File: config.mk
export PLATFORM = sky130hd
export DESIGN_NAME = i2c_byte_sequencer
export DESIGN_NICKNAME = d
export VERILOG_FILES = /design/src/rtl/i2c_byte_sequencer_pkg.sv /design/src/rtl/i2c_byte_sequencer_shifter.sv /design/src/rtl/i2c_byte_sequencer.sv
export SDC_FILE = /design/constraint.sdc
export NUM_CORES = 1
export LEC_CHECK = 0
export ABC_AREA = 1
export BUFFER_PORTS_ARGS = -buffer_cell sky130_fd_sc_hd__buf_2
export CORE_ASPECT_RATIO = 1.25
export CORE_MARGIN = 2
export CORE_UTILIZATION = 44
export DETAILED_ROUTE_END_ITERATION = 8
export PLACE_DENSITY = 0.7
export SETUP_SLACK_MARGIN = 0.3
export SYNTH_ARGS = -nofsm -noshare
export SYNTH_HDL_FRONTEND = slang
export SYNTH_SLANG_ARGS = --single-unit
File: constraint.sdc
create_clock -name clk -period 4.3 [get_ports clk]
set_input_delay 0.86 -clock clk [delete_from_list [all_inputs] [get_ports clk]]
set_output_delay 0.86 -clock clk [all_outputs]
set_load 0.02 [all_outputs]
File: src/rtl/i2c_byte_sequencer_pkg.sv
// Shared definitions for the I2C byte sequencer: bit-command codes (common
// with the bit controller), sequencer state encoding and a small helper.
package i2c_byte_sequencer_pkg;

  localparam logic [3:0] I2C_CMD_NOP   = 4'b0000;
  localparam logic [3:0] I2C_CMD_START = 4'b0001;
  localparam logic [3:0] I2C_CMD_STOP  = 4'b0010;
  localparam logic [3:0] I2C_CMD_WRITE = 4'b0100;
  localparam logic [3:0] I2C_CMD_READ  = 4'b1000;

  typedef enum logic [2:0] {
    ST_IDLE  = 3'd0,
    ST_START = 3'd1,
    ST_WRITE = 3'd2,
    ST_READ  = 3'd3,
    ST_ACK   = 3'd4,
    ST_STOP  = 3'd5
  } seq_state_e;

  // Data phase selection once any START is done: write beats read, a lone
  // STOP follows, and nothing left means the command is finished.
  function automatic seq_state_e next_data_state(input logic wr, input logic rd, input logic sp);
    seq_state_e ns;
    if (wr) begin
      ns = ST_WRITE;
    end else if (rd) begin
      ns = ST_READ;
    end else if (sp) begin
      ns = ST_STOP;
    end else begin
      ns = ST_IDLE;
    end
    return ns;
  endfunction

endpackage

File: src/rtl/i2c_byte_sequencer_shifter.sv
// Byte shift register plus 3-bit down counter for the I2C byte sequencer.
// The counter reloads to 7 on load and holds at 0 (it never wraps by
// decrement); `last` flags the final bit of the byte.
module i2c_byte_sequencer_shifter #(
  parameter int DW = 8
) (
  input  logic          clk,
  input  logic          rst,
  input  logic          load,
  input  logic          shift,
  input  logic          sin,
  input  logic [DW-1:0] din,
  output logic [DW-1:0] q,
  output logic          last
);

  logic [DW-1:0] sr_q, sr_d;
  logic [2:0]    cnt_q, cnt_d;

  // Next value of the shift register and bit counter.
  always_comb begin
    sr_d  = sr_q;
    cnt_d = cnt_q;
    if (load) begin
      sr_d  = din;
      cnt_d = 3'd7;
    end else if (shift) begin
      sr_d = {sr_q[DW-2:0], sin};
      if (cnt_q != 3'd0) begin
        cnt_d = cnt_q - 3'd1;
      end else begin
        cnt_d = cnt_q;
      end
    end else begin
      sr_d  = sr_q;
      cnt_d = cnt_q;
    end
  end

  // Shift register and counter flops.
  always_ff @(posedge clk) begin
    if (rst) begin
      sr_q  <= '0;
      cnt_q <= 3'd7;
    end else begin
      sr_q  <= sr_d;
      cnt_q <= cnt_d;
    end
  end

  assign q    = sr_q;
  assign last = (cnt_q == 3'd0);

endmodule

File: src/rtl/i2c_byte_sequencer.sv
// I2C byte command sequencer: splits host byte commands into bit commands
// for the bit controller and returns data, ACK and arbitration status.
// Optional macro I2C_SEQ_AL_ABORT_EN: arbitration loss aborts the command
// back to IDLE and releases the host with cmd_ack.
module i2c_byte_sequencer
  import i2c_byte_sequencer_pkg::*;
#(
  parameter int DW = 8
) (
  input  logic          clk,
  input  logic          rst,
  input  logic          start,
  input  logic          stop,
  input  logic          read,
  input  logic          write,
  input  logic          ack_in,
  input  logic [DW-1:0] din,
  output logic          cmd_ack,
  output logic          ack_out,
  output logic [DW-1:0] dout,
  output logic          i2c_al,
  output logic [3:0]    core_cmd,
  output logic          core_txd,
  input  logic          core_ack,
  input  logic          core_rxd,
  input  logic          core_al
);

  seq_state_e state_q, state_d, state_nat;
  logic [3:0] core_cmd_q, core_cmd_d;
  logic       core_txd_q, core_txd_d;
  logic       cmd_ack_q, cmd_ack_d;
  logic       ack_out_q, ack_out_d;
  logic       i2c_al_q, i2c_al_d;
  logic       go, abort, sr_load, sr_shift, last;
  logic [DW-1:0] sr;

`ifdef I2C_SEQ_AL_ABORT_EN
  assign abort = core_al;
`else
  assign abort = 1'b0;
`endif

  // A new command is only accepted while cmd_ack is not being presented,
  // so a host still holding its request in the ack cycle cannot restart.
  assign go       = (start | stop | read | write) & ~cmd_ack_q;
  assign sr_load  = (state_q == ST_IDLE) & go & ~abort;
  assign sr_shift = core_ack & ((state_q == ST_WRITE) | (state_q == ST_READ)) & ~abort;

  i2c_byte_sequencer_shifter #(.DW(DW)) u_shifter (
    .clk   (clk),
    .rst   (rst),
    .load  (sr_load),
    .shift (sr_shift),
    .sin   (core_rxd),
    .din   (din),
    .q     (sr),
    .last  (last)
  );

  // State and registered-output flops.
  always_ff @(posedge clk) begin
    if (rst) begin
      state_q    <= ST_IDLE;
      core_cmd_q <= I2C_CMD_NOP;
      core_txd_q <= 1'b0;
      cmd_ack_q  <= 1'b0;
      ack_out_q  <= 1'b0;
      i2c_al_q   <= 1'b0;
    end else begin
      state_q    <= state_d;
      core_cmd_q <= core_cmd_d;
      core_txd_q <= core_txd_d;
      cmd_ack_q  <= cmd_ack_d;
      ack_out_q  <= ack_out_d;
      i2c_al_q   <= i2c_al_d;
    end
  end

  // Next-state logic; an arbitration abort overrides the normal flow.
  always_comb begin
    state_nat = state_q;
    case (state_q)
      ST_IDLE: begin
        if (go) begin
          state_nat = start ? ST_START : next_data_state(write, read, stop);
        end else begin
          state_nat = ST_IDLE;
        end
      end
      ST_START: begin
        if (core_ack) begin
          state_nat = next_data_state(write, read, stop);
        end else begin
          state_nat = ST_START;
        end
      end
      ST_WRITE, ST_READ: begin
        if (core_ack && last) begin
          state_nat = ST_ACK;
        end else begin
          state_nat = state_q;
        end
      end
      ST_ACK: begin
        if (core_ack) begin
          state_nat = stop ? ST_STOP : ST_IDLE;
        end else begin
          state_nat = ST_ACK;
        end
      end
      ST_STOP: begin
        if (core_ack) begin
          state_nat = ST_IDLE;
        end else begin
          state_nat = ST_STOP;
        end
      end
      default: state_nat = ST_IDLE;
    endcase
    state_d = abort ? ST_IDLE : state_nat;
  end

  // Registered outputs follow the state being entered, so each bit command
  // is on the bus the edge after the previous acknowledge.
  always_comb begin
    case (state_d)
      ST_IDLE:  core_cmd_d = I2C_CMD_NOP;
      ST_START: core_cmd_d = I2C_CMD_START;
      ST_WRITE: core_cmd_d = I2C_CMD_WRITE;
      ST_READ:  core_cmd_d = I2C_CMD_READ;
      ST_ACK:   core_cmd_d = write ? I2C_CMD_READ : I2C_CMD_WRITE;
      ST_STOP:  core_cmd_d = I2C_CMD_STOP;
      default:  core_cmd_d = I2C_CMD_NOP;
    endcase

    // The transmit bit is presented together with its WRITE command.
    if ((state_q == ST_IDLE) && (state_d == ST_WRITE)) begin
      core_txd_d = din[DW-1];
    end else if ((state_q == ST_START) && (state_d == ST_WRITE)) begin
      core_txd_d = sr[DW-1];
    end else if ((state_q == ST_WRITE) && (state_d == ST_WRITE) && core_ack) begin
      core_txd_d = sr[DW-2];
    end else if ((state_q == ST_READ) && (state_d == ST_ACK)) begin
      core_txd_d = ack_in;
    end else begin
      core_txd_d = core_txd_q;
    end

    cmd_ack_d = abort | ((state_q != ST_IDLE) & (state_d == ST_IDLE));

    if ((state_q == ST_ACK) && core_ack && write && !abort) begin
      ack_out_d = core_rxd;
    end else begin
      ack_out_d = ack_out_q;
    end

    i2c_al_d = core_al;
  end

  assign core_cmd = core_cmd_q;
  assign core_txd = core_txd_q;
  assign cmd_ack  = cmd_ack_q;
  assign ack_out  = ack_out_q;
  assign i2c_al   = i2c_al_q;
  assign dout     = sr;

endmodule

After elaboration in Yosys (flattened, before gate mapping)
Cells that the tools add are included.
Storage, ports and cells
  register bits: 22
  bits in latches: 0
  memory bits (writable): 0
  ROM bits: 0
  input bits: 18
  output and inout bits: 16
  logic and storage cells: 64
  memories: 0
Cells by class
  $add $sub $neg: 1
  multiply operators: 0
  divide/modulo/power cells: 0
  order comparisons: 0
  equality and inequality tests: 10
  shifts and indexed selects: 0
  muxes and demuxes: 18
  bitwise operators: 9
  reduce and logical (&&, ||, !) cells: 18
Operators with widths (number)
  2-to-1 mux 3 bit: 9
  one-hot mux 4 bit (5 select lines): 1
  2-to-1 mux 8 bit: 2
  one-hot mux 3 bit (5 select lines): 1
  equality test 3 x 2 -> 1 bit (second input constant): 4
  equality test 3 bit (second input constant): 4
  zero test 3 bit: 3
  logical AND 1 bit: 8
  equality test 3 x 1 -> 1 bit (second input constant): 2
  nonzero test 3 bit: 2
  AND 1 bit: 4
  2-to-1 mux 1 bit: 4
  2-to-1 mux 4 bit: 1
  OR 1 bit: 4
  nonzero test 4 bit: 1
  OR reduction 2 bit: 2
  subtractor 3 x 1 -> 3 bit (second input constant): 1
  AND reduction 2 bit: 1
  nonzero test 2 bit: 1
  inverter 1 bit: 1

Logic depth before layout (Yosys ltp)
Gate-level depths: netlist of run 1.
  word-level depth: 12
  gate-level depth with buffers: 14
  depth with buffers taken out: 14

Hierarchy
From an unflattened synthesis of run 1, not the netlist that was laid out.
Second synthesis, totals
  cells, all modules: 186
  area total of the unflattened synthesis: 1234.9 um^2
By module, submodules not included
  i2c_byte_sequencer: instances 1, cells an instance 106, area an instance 690.7 um^2, sequential area each 220.2 um^2
  i2c_byte_sequencer_shifter: instances 1, cells an instance 80, area an instance 544.3 um^2, sequential area each 220.2 um^2

Least setup slack after synthesis of run 1
Ideal clock, no wire load.
  path kind: in2reg
  start point: in read
  end point: reg core_txd_q, in the netlist core_txd
  library setup time: 0.116 ns
  arrival: 1.871 ns
  required time: 4.184 ns
  path slack: 2.313 ns
  cell stages on the path: 9
  path buffers: 0
  cell sequence: nor2_1 nand2_1 nand3_2 nor2_2 nor2_4 nand3_1 or2_1 nand2_1 a21oi_1
On the way
  word-level cells in the longest chain between the ends: 11
  elaborated cells on any way between the ends: 20
  those cells by class: eq/ne (2); mux (9); bitwise (3); reduce/logical (6)
RTL lines
  start, declared: RTL line i2c_byte_sequencer.sv:14  | input logic read,
  2-to-1 mux 3 bit / OR 1 bit (equally long branches): RTL line i2c_byte_sequencer_pkg.sv:26, i2c_byte_sequencer.sv:46
  2-to-1 mux 3 bit / OR 1 bit (equally long branches): RTL line i2c_byte_sequencer_pkg.sv:24, i2c_byte_sequencer.sv:46
  2-to-1 mux 3 bit / AND 1 bit (equally long branches): RTL line i2c_byte_sequencer.sv:86, i2c_byte_sequencer.sv:46
  2-to-1 mux 3 bit: RTL line i2c_byte_sequencer.sv:85  | if (go) begin
  one-hot mux 3 bit (5 select lines) *: RTL line i2c_byte_sequencer.sv:83  | case (state_q)
  equality test 3 x 2 -> 1 bit: RTL line i2c_byte_sequencer.sv:138, i2c_byte_sequencer.sv:140, i2c_byte_sequencer.sv:142
  logical AND 1 bit (2 in a row): RTL line i2c_byte_sequencer.sv:142  | end else if ((state_q == ST_WRITE) && (state_d == ST_WRITE) && core_ack) begin
  2-to-1 mux 1 bit: RTL line i2c_byte_sequencer.sv:142
  2-to-1 mux 1 bit: RTL line i2c_byte_sequencer.sv:140  | end else if ((state_q == ST_START) && (state_d == ST_WRITE)) begin
  2-to-1 mux 1 bit: RTL line i2c_byte_sequencer.sv:138  | if ((state_q == ST_IDLE) && (state_d == ST_WRITE)) begin
  end signal, assigned: RTL line i2c_byte_sequencer.sv:73  | core_txd_q <= core_txd_d;
  end, declared: RTL line i2c_byte_sequencer.sv:31  | logic core_txd_q, core_txd_d;
Every way passes the cells marked *; elsewhere a longest branch is shown, timed or not.
A chain may end at the register's enable or synchronous reset.

Worst setup path after layout of run 1
  start point: in write
  end point: reg core_txd_q, in the netlist core_txd
On the way
  word-level cells in the longest chain between the ends: 10
  elaborated cells on any way between the ends: 18
  those cells by class: eq/ne (2); mux (8); bitwise (2); reduce/logical (6)
RTL lines
  start, declared: RTL line i2c_byte_sequencer.sv:15  | input logic write,
  2-to-1 mux 3 bit / OR 1 bit (equally long branches): RTL line i2c_byte_sequencer_pkg.sv:24, i2c_byte_sequencer.sv:46
  2-to-1 mux 3 bit / AND 1 bit (equally long branches): RTL line i2c_byte_sequencer.sv:86, i2c_byte_sequencer.sv:46
  2-to-1 mux 3 bit: RTL line i2c_byte_sequencer.sv:85
  one-hot mux 3 bit (5 select lines) *: RTL line i2c_byte_sequencer.sv:83
  equality test 3 x 2 -> 1 bit: RTL line i2c_byte_sequencer.sv:138, i2c_byte_sequencer.sv:140, i2c_byte_sequencer.sv:142
  logical AND 1 bit (2 in a row): RTL line i2c_byte_sequencer.sv:142
  2-to-1 mux 1 bit: RTL line i2c_byte_sequencer.sv:142
  2-to-1 mux 1 bit: RTL line i2c_byte_sequencer.sv:140
  2-to-1 mux 1 bit: RTL line i2c_byte_sequencer.sv:138
Marked as above.

==> results.py, run 1 <==
metrics = {
    "clock_network": {
        "cts.clk_slew.worst_paths_ps": 120,
        "worstSkewPairLatency_ps": 300,
        "htreeDepth": 1,
        "tritoncts": "built",
        "cts_setup_buffers": 0,
        "cts.sinks": 22,
        "ctsResizeCount": 0,
        "cts.path.max_buffers": 2,
        "cts_made_buffers": 3,
        "clk_root_buffer_cell": "clkbuf_4",
        "hold_buffers": 0,
    },
    "sta": {
        "relSlewSlack_pct": 78.7,
        "fin_crit_ps": 1970,
        "fmax_mhz": 509,
        "finalSetupTns_ps": 0,
        "finalCritPeriodShare_pct": 45.7,
        "setup_violations": 0,
        "finalHoldViolations": 0,
        "worst_slack_ps": 2330,
        "rsz0062_at_grt": "no",
        "slew_viol_final": 0,
        "worst_pin_slew_ps": 317,
        "fin_skew_ps": 2.07,
        "fin_hold_ws_ps": 461,
    },
    "synthesis": {
        "synthDistinctLibCells": 29,
        "yosysWarnings": 0,
        "synthCells": 167,
        "synthesis.nets": 187,
        "synth_area_leader_cell": "dfxtp_1",
        "yosysSeqAreaShare_pct": 38.0,
        "synthTopCellsByArea": "dfxtp_1 (38%), nand2_1 (15%), inv_1 (5.8%)",
        "synth-seq-cells": 22,
        "synth_top_area_share_pct": 38.0,
        "syn-cell-area_sq_um": 1160,
        "syn_area_per_cell_sq_um": 6.94,
    },
    "grt": {
        "grt.total_usage_pct": 18.3,
        "grt_pass1_wl_mm": 4.33,
        "grt_antenna_before_repair": 0,
        "grt_pass1_vias": 1114,
        "grt_max_degree": 14,
        "gr-total-overflow": 0,
    },
    "detailed_routing": {
        "first_pass_iters": 4,
        "ant_nets": 0,
        "drcViolationCount": 0,
        "num_vias": 1175,
        "viasPerCell": 4.98,
        "wl_mm": 2.62,
        "routedWlPerCell_microns": 11.1,
        "drt_iter0_drc": 18,
    },
    "placement": {
        "io_buffers": 33,
        "dpl_cell_area_sq_um": 1360,
        "place.gp.congestion": 0.854,
        "dp_hpwl_mm": 2.12,
        "preCtsSetupSlack_ps": 2000,
        "dp.cells": 232,
    },
    "final_layout": {
        "layout_common_cells": "nand2_1 (47), buf_2 (33), dfxtp_1 (22), inv_1 (18), nor2_1 (18)",
        "area_growth_pct": 22.0,
        "finalNonFillerCells": 236,
        "mostFrequentLayoutCell": "nand2_1",
        "drive_above_1_share_pct": 29.1,
        "final_nets": 224,
        "final_util_pct": 57.1,
        "final_design_area_no_fill_sq_um": 1410,
        "diodes": 0,
    },
    "run_status": {
        "status": "completed",
    },
    "worst_setup_path": {
        "critPathMaxFanout": 6,
        "end_kind": "register",
        "cp_common_cell": "nand2_1",
        "critPathLaunchType": "primary input",
        "slowest_delay_ps": 230,
        "crit_family": "simple AND/OR/NAND/NOR gates",
        "critPathArrivalTime_ps": 2180,
        "worstPathRequired_ps": 4510,
        "cpMaxStageDelayCell": "or2_1",
        "critical_path_class": "in2reg",
        "crit_buf_inv": 1,
        "path_cells": "buf_2 > nor2_1 > nand2_1 > nand3_2 > nor2_2 > nor2_4 > nand3_1 > or2_1 > nand2_1 > a21oi_1",
    },
    "power_and_ir_drop": {
        "power_mw": 0.684,
        "p_leak_nw": 0.735,
        "power.density_nw_per_um2": 484,
        "peakVddDrop_v": 0.000248,
    },
    "die": {
        "rows": 20,
        "die_area_sq_um": 3060,
        "core_sq_um": 2480,
        "ios": 34,
        "die_y_microns": 61.4,
        "initial_core_util_pct": 46.8,
        "die_w_microns": 49.9,
    },
    "min_path": {
        "hold_path_class": "reg2reg",
    },
    "job": {
        "maxCapViolations": 0,
    },
}
==> layout make-up <==
type / count / area (sq um)
clock buffer: 3 / 22.5
clock inverter: 1 / 30.0
fill: 243 / 1060
inverter: 24 / 90.1
multi-input combinational: 120 / 624
sequential: 22 / 440
tap: 33 / 41.3
timing repair buffer: 33 / 165
==> metal layers <==
| metal | global-route usage (%) | vias to the layer above | share of wire (%) |
|---|---|---|---|
| li1 | - | 613 | - |
| met5 | 0 | - | 0 |
| met3 | 2.43 | 2 | 3.4 |
| met2 | 35.0 | 24 | 51 |
| met1 | 19.5 | 536 | 45 |
| met4 | 10.3 | 0 | 0.61 |
==> power by group <==
part | switching (mW) | total [mW] | leakage [nW] | internal [mW]
Clock | 0.0621 | 0.156 | 0.0279 | 0.0941
Combinational | 0.181 | 0.267 | 0.526 | 0.0866
Sequential | 0.0225 | 0.261 | 0.181 | 0.238
Total | 0.265 | 0.684 | 0.735 | 0.419
==> synth_stat cells <==
master / count
a21oi_1: 5
a21oi_2: 1
a31oi_1: 7
and2_4: 1
clkbuf_1: 1
dfxtp_1: 22
ha_1: 2
inv_1: 18
inv_2: 6
nand2_1: 47
nand2_2: 2
nand2_4: 1
nand3_1: 10
nand3_2: 3
nand4_1: 5
nand4_2: 1
nor2_1: 18
nor2_2: 3
nor2_4: 2
nor2b_1: 1
nor3_1: 2
nor3_2: 1
nor4_1: 1
o211ai_1: 1
o21ai_0: 1
o21ai_1: 2
o21bai_1: 1
o311a_2: 1
or2_1: 1
==> worst reg2reg max path, delay by kind of cell (launching register included) <==
family / cells / cell delay [ps]
AOI/OAI and AO/OA: 1 / 50
adders and majority gates: 1 / 170
buffers and inverters: 2 / 160
DFF: 1 / 330
and+or+nand+nor: 8 / 900
==> flip-flops by register name, indices dropped and copies added (netlist names) <==
register,flops
u_shifter.q,8
core_cmd,4
state_q,3
u_shifter.cnt_q,3
ack_out,1
cmd_ack,1
core_txd,1
i2c_al,1
==> logic make-up after synthesis <==
family	synth area share, %
adder cells (fa/ha/maj)	2.16
AO/OA/AOI/OAI	10.3
buffers and inverters	8.10
flip-flops	38.0
AND/OR/NAND/NOR	41.5
==> final timing paths <==
path | from | to | slack, ps | cells after the start
worst max-delay path | write | core_txd | 2330 | 10
worst min-delay path | ack_out | ack_out | 460 | 2
worst max register to register | u_shifter.cnt_q[0] | core_txd | 2600 | 12
worst min register to register | ack_out | ack_out | 460 | 2
Note: power is estimated with default switching activity, not from simulation.
==> run 2, diff against run 1 <==
- PLACE_DENSITY: 0.7 -> 0.72
- clock period: 4.3 -> 1.7 ns (I/O delays scaled with it)
==> run 2 against run 1 <==
Utilization up 5.4 points; register-to-register slack lost 2500 ps; non-clock buffer count increased by 6; first-iteration DRC count grew 28%; critical path type is now reg2reg; largest cell class unchanged.
==> results.py, run 2 (synthesized netlist as in run 1, its figures left out) <==
metrics = {
    "final_layout": {
        "largest_reg_flops": 8,
        "final_nets": 230,
        "layout_common_cells": "nand2_1 (45), buf_2 (33), nor2_1 (17), dfxtp_1 (17), inv_1 (15)",
        "finalNonFillerCells": 241,
        "mostFrequentLayoutCell": "nand2_1",
        "drive_above_1_share_pct": 39.4,
        "area_growth_pct": 33.6,
        "diodes": 0,
        "final_util_pct": 62.5,
    },
    "power_and_ir_drop": {
        "p_leak_nw": 0.752,
        "internal-power_mw": 0.977,
        "comb_power_share_pct": 47.5,
        "seqPwrFrac_pct": 39.3,
        "peakVddDrop_v": 0.000660,
        "p_switching_mw": 0.740,
        "pwr-share-clk_pct": 13.3,
        "swShare_pct": 43.1,
        "power.density_nw_per_um2": 1110,
    },
    "clock_network": {
        "tritoncts": "built",
        "worstSkewPairLatency_ps": 300,
        "cts.clk_slew.worst_paths_ps": 110,
        "clk_root_buffer_cell": "clkbuf_4",
        "cts.path.max_buffers": 2,
        "cts_made_buffers": 3,
        "cts.sinks": 22,
        "htreeDepth": 1,
    },
    "grt": {
        "gr-total-overflow": 0,
        "grt_pass1_vias": 1133,
        "grt_antenna_before_repair": 0,
        "grt_max_degree": 14,
        "grt.total_usage_pct": 20.1,
        "grt_pass1_wl_mm": 4.67,
    },
    "worst_setup_path": {
        "critPathArrivalTime_ps": 1810,
        "critical_path_class": "reg2reg",
        "critPathLaunchType": "register",
        "worstPathRequired_ps": 1900,
        "end_kind": "register",
        "critPathMaxFanout": 6,
    },
    "detailed_routing": {
        "drt_iter0_drc": 23,
        "drcViolationCount": 0,
        "wl_mm": 2.91,
        "viasPerCell": 5.13,
        "ant_nets": 0,
        "routedWlPerCell_microns": 12.1,
        "first_pass_iters": 4,
        "num_vias": 1237,
    },
    "sta": {
        "rsz0062_at_grt": "yes",
        "fmax_mhz": 622,
        "relSlewSlack_pct": 81.4,
        "slew_viol_final": 0,
        "fin_skew_ps": 4.00,
        "finalHoldViolations": 0,
        "finalCritPeriodShare_pct": 94.6,
        "fin_crit_ps": 1610,
        "finalSetupTns_ps": 0,
        "setup_violations": 0,
        "fin_hold_ws_ps": 233,
        "worst_pin_slew_ps": 280,
    },
    "job": {
        "maxCapViolations": 0,
    },
    "die": {
        "ios": 34,
        "die_y_microns": 61.4,
        "core_sq_um": 2480,
        "die_area_sq_um": 3060,
        "die_w_microns": 49.9,
        "initial_core_util_pct": 46.8,
        "rows": 20,
    },
    "placement": {
        "place.gp.congestion": 0.910,
        "dp_hpwl_mm": 2.12,
        "io_buffers": 33,
        "dp.cells": 232,
    },
    "run_status": {
        "status": "completed",
    },
    "min_path": {
        "hold_path_class": "in2reg",
    },
}
[run 2: area by class of cell]
type                       instances  area (sq um)
timing repair buffer              39           210
multi-input combinational        120           719
fill                             244           930
clock buffer                       3          22.5
sequential                        22           454
tap                               33          41.3
inverter                          24           100
[run 2: worst max-delay path, cell delays in order (launching register included)]
cell and delay [ps]:
dfxtp_4 380, inv_1 120, nor3_4 60, buf_4 150, nand2_1 70, nand3_2 100
nor2_4 190, nand3_2 110, or2_1 220, nand2_1 70, a21oi_1 50
[run 2: per-layer routing]
metal / share of wire, % / global-route usage, %
met3: 4.1 / 3.40
met1: 41 / 22.1
met2: 53 / 38.9
met4: 1.3 / 8.33
met5: 0 / 0
[run 2: final timing paths]
check                                start  endpoint  slack, ps  cells after the start
worst max-delay path            state_q[0]  core_txd         90                     10
worst min-delay path               core_al    i2c_al        230                      3
worst max register to register  state_q[0]  core_txd         90                     10
worst min register to register     ack_out   ack_out        470                      2
[run 2: stage by stage]
stage | power, mW | worst slack [ps] | instance area (sq um)
after floorplan | 1.19 | 245 | 1200
after global placement | 1.36 | 78.0 | 1410
after detailed placement | 1.38 | 11.1 | 1410
after CTS | 1.67 | 132 | 1500
after global routing | 1.83 | 16.7 | 1550
final | 1.72 | 91.4 | 1550
[run 2: timing repair]
action	4_1_cts	5_1_grt
setup endpoints to repair	17	15
setup buffers	5	1
resized for setup	12	11
pin swaps	4	2
hold buffers	0	0
[run 2: power groups by stage]
stage / registers, mW / clock network (mW) / logic, mW
floorplan: 0.760 / 0 / 0.430
global placement: 0.673 / 0 / 0.689
detailed placement: 0.676 / 0 / 0.707
CTS: 0.672 / 0.233 / 0.769
global route: 0.689 / 0.251 / 0.888
finish: 0.674 / 0.228 / 0.815
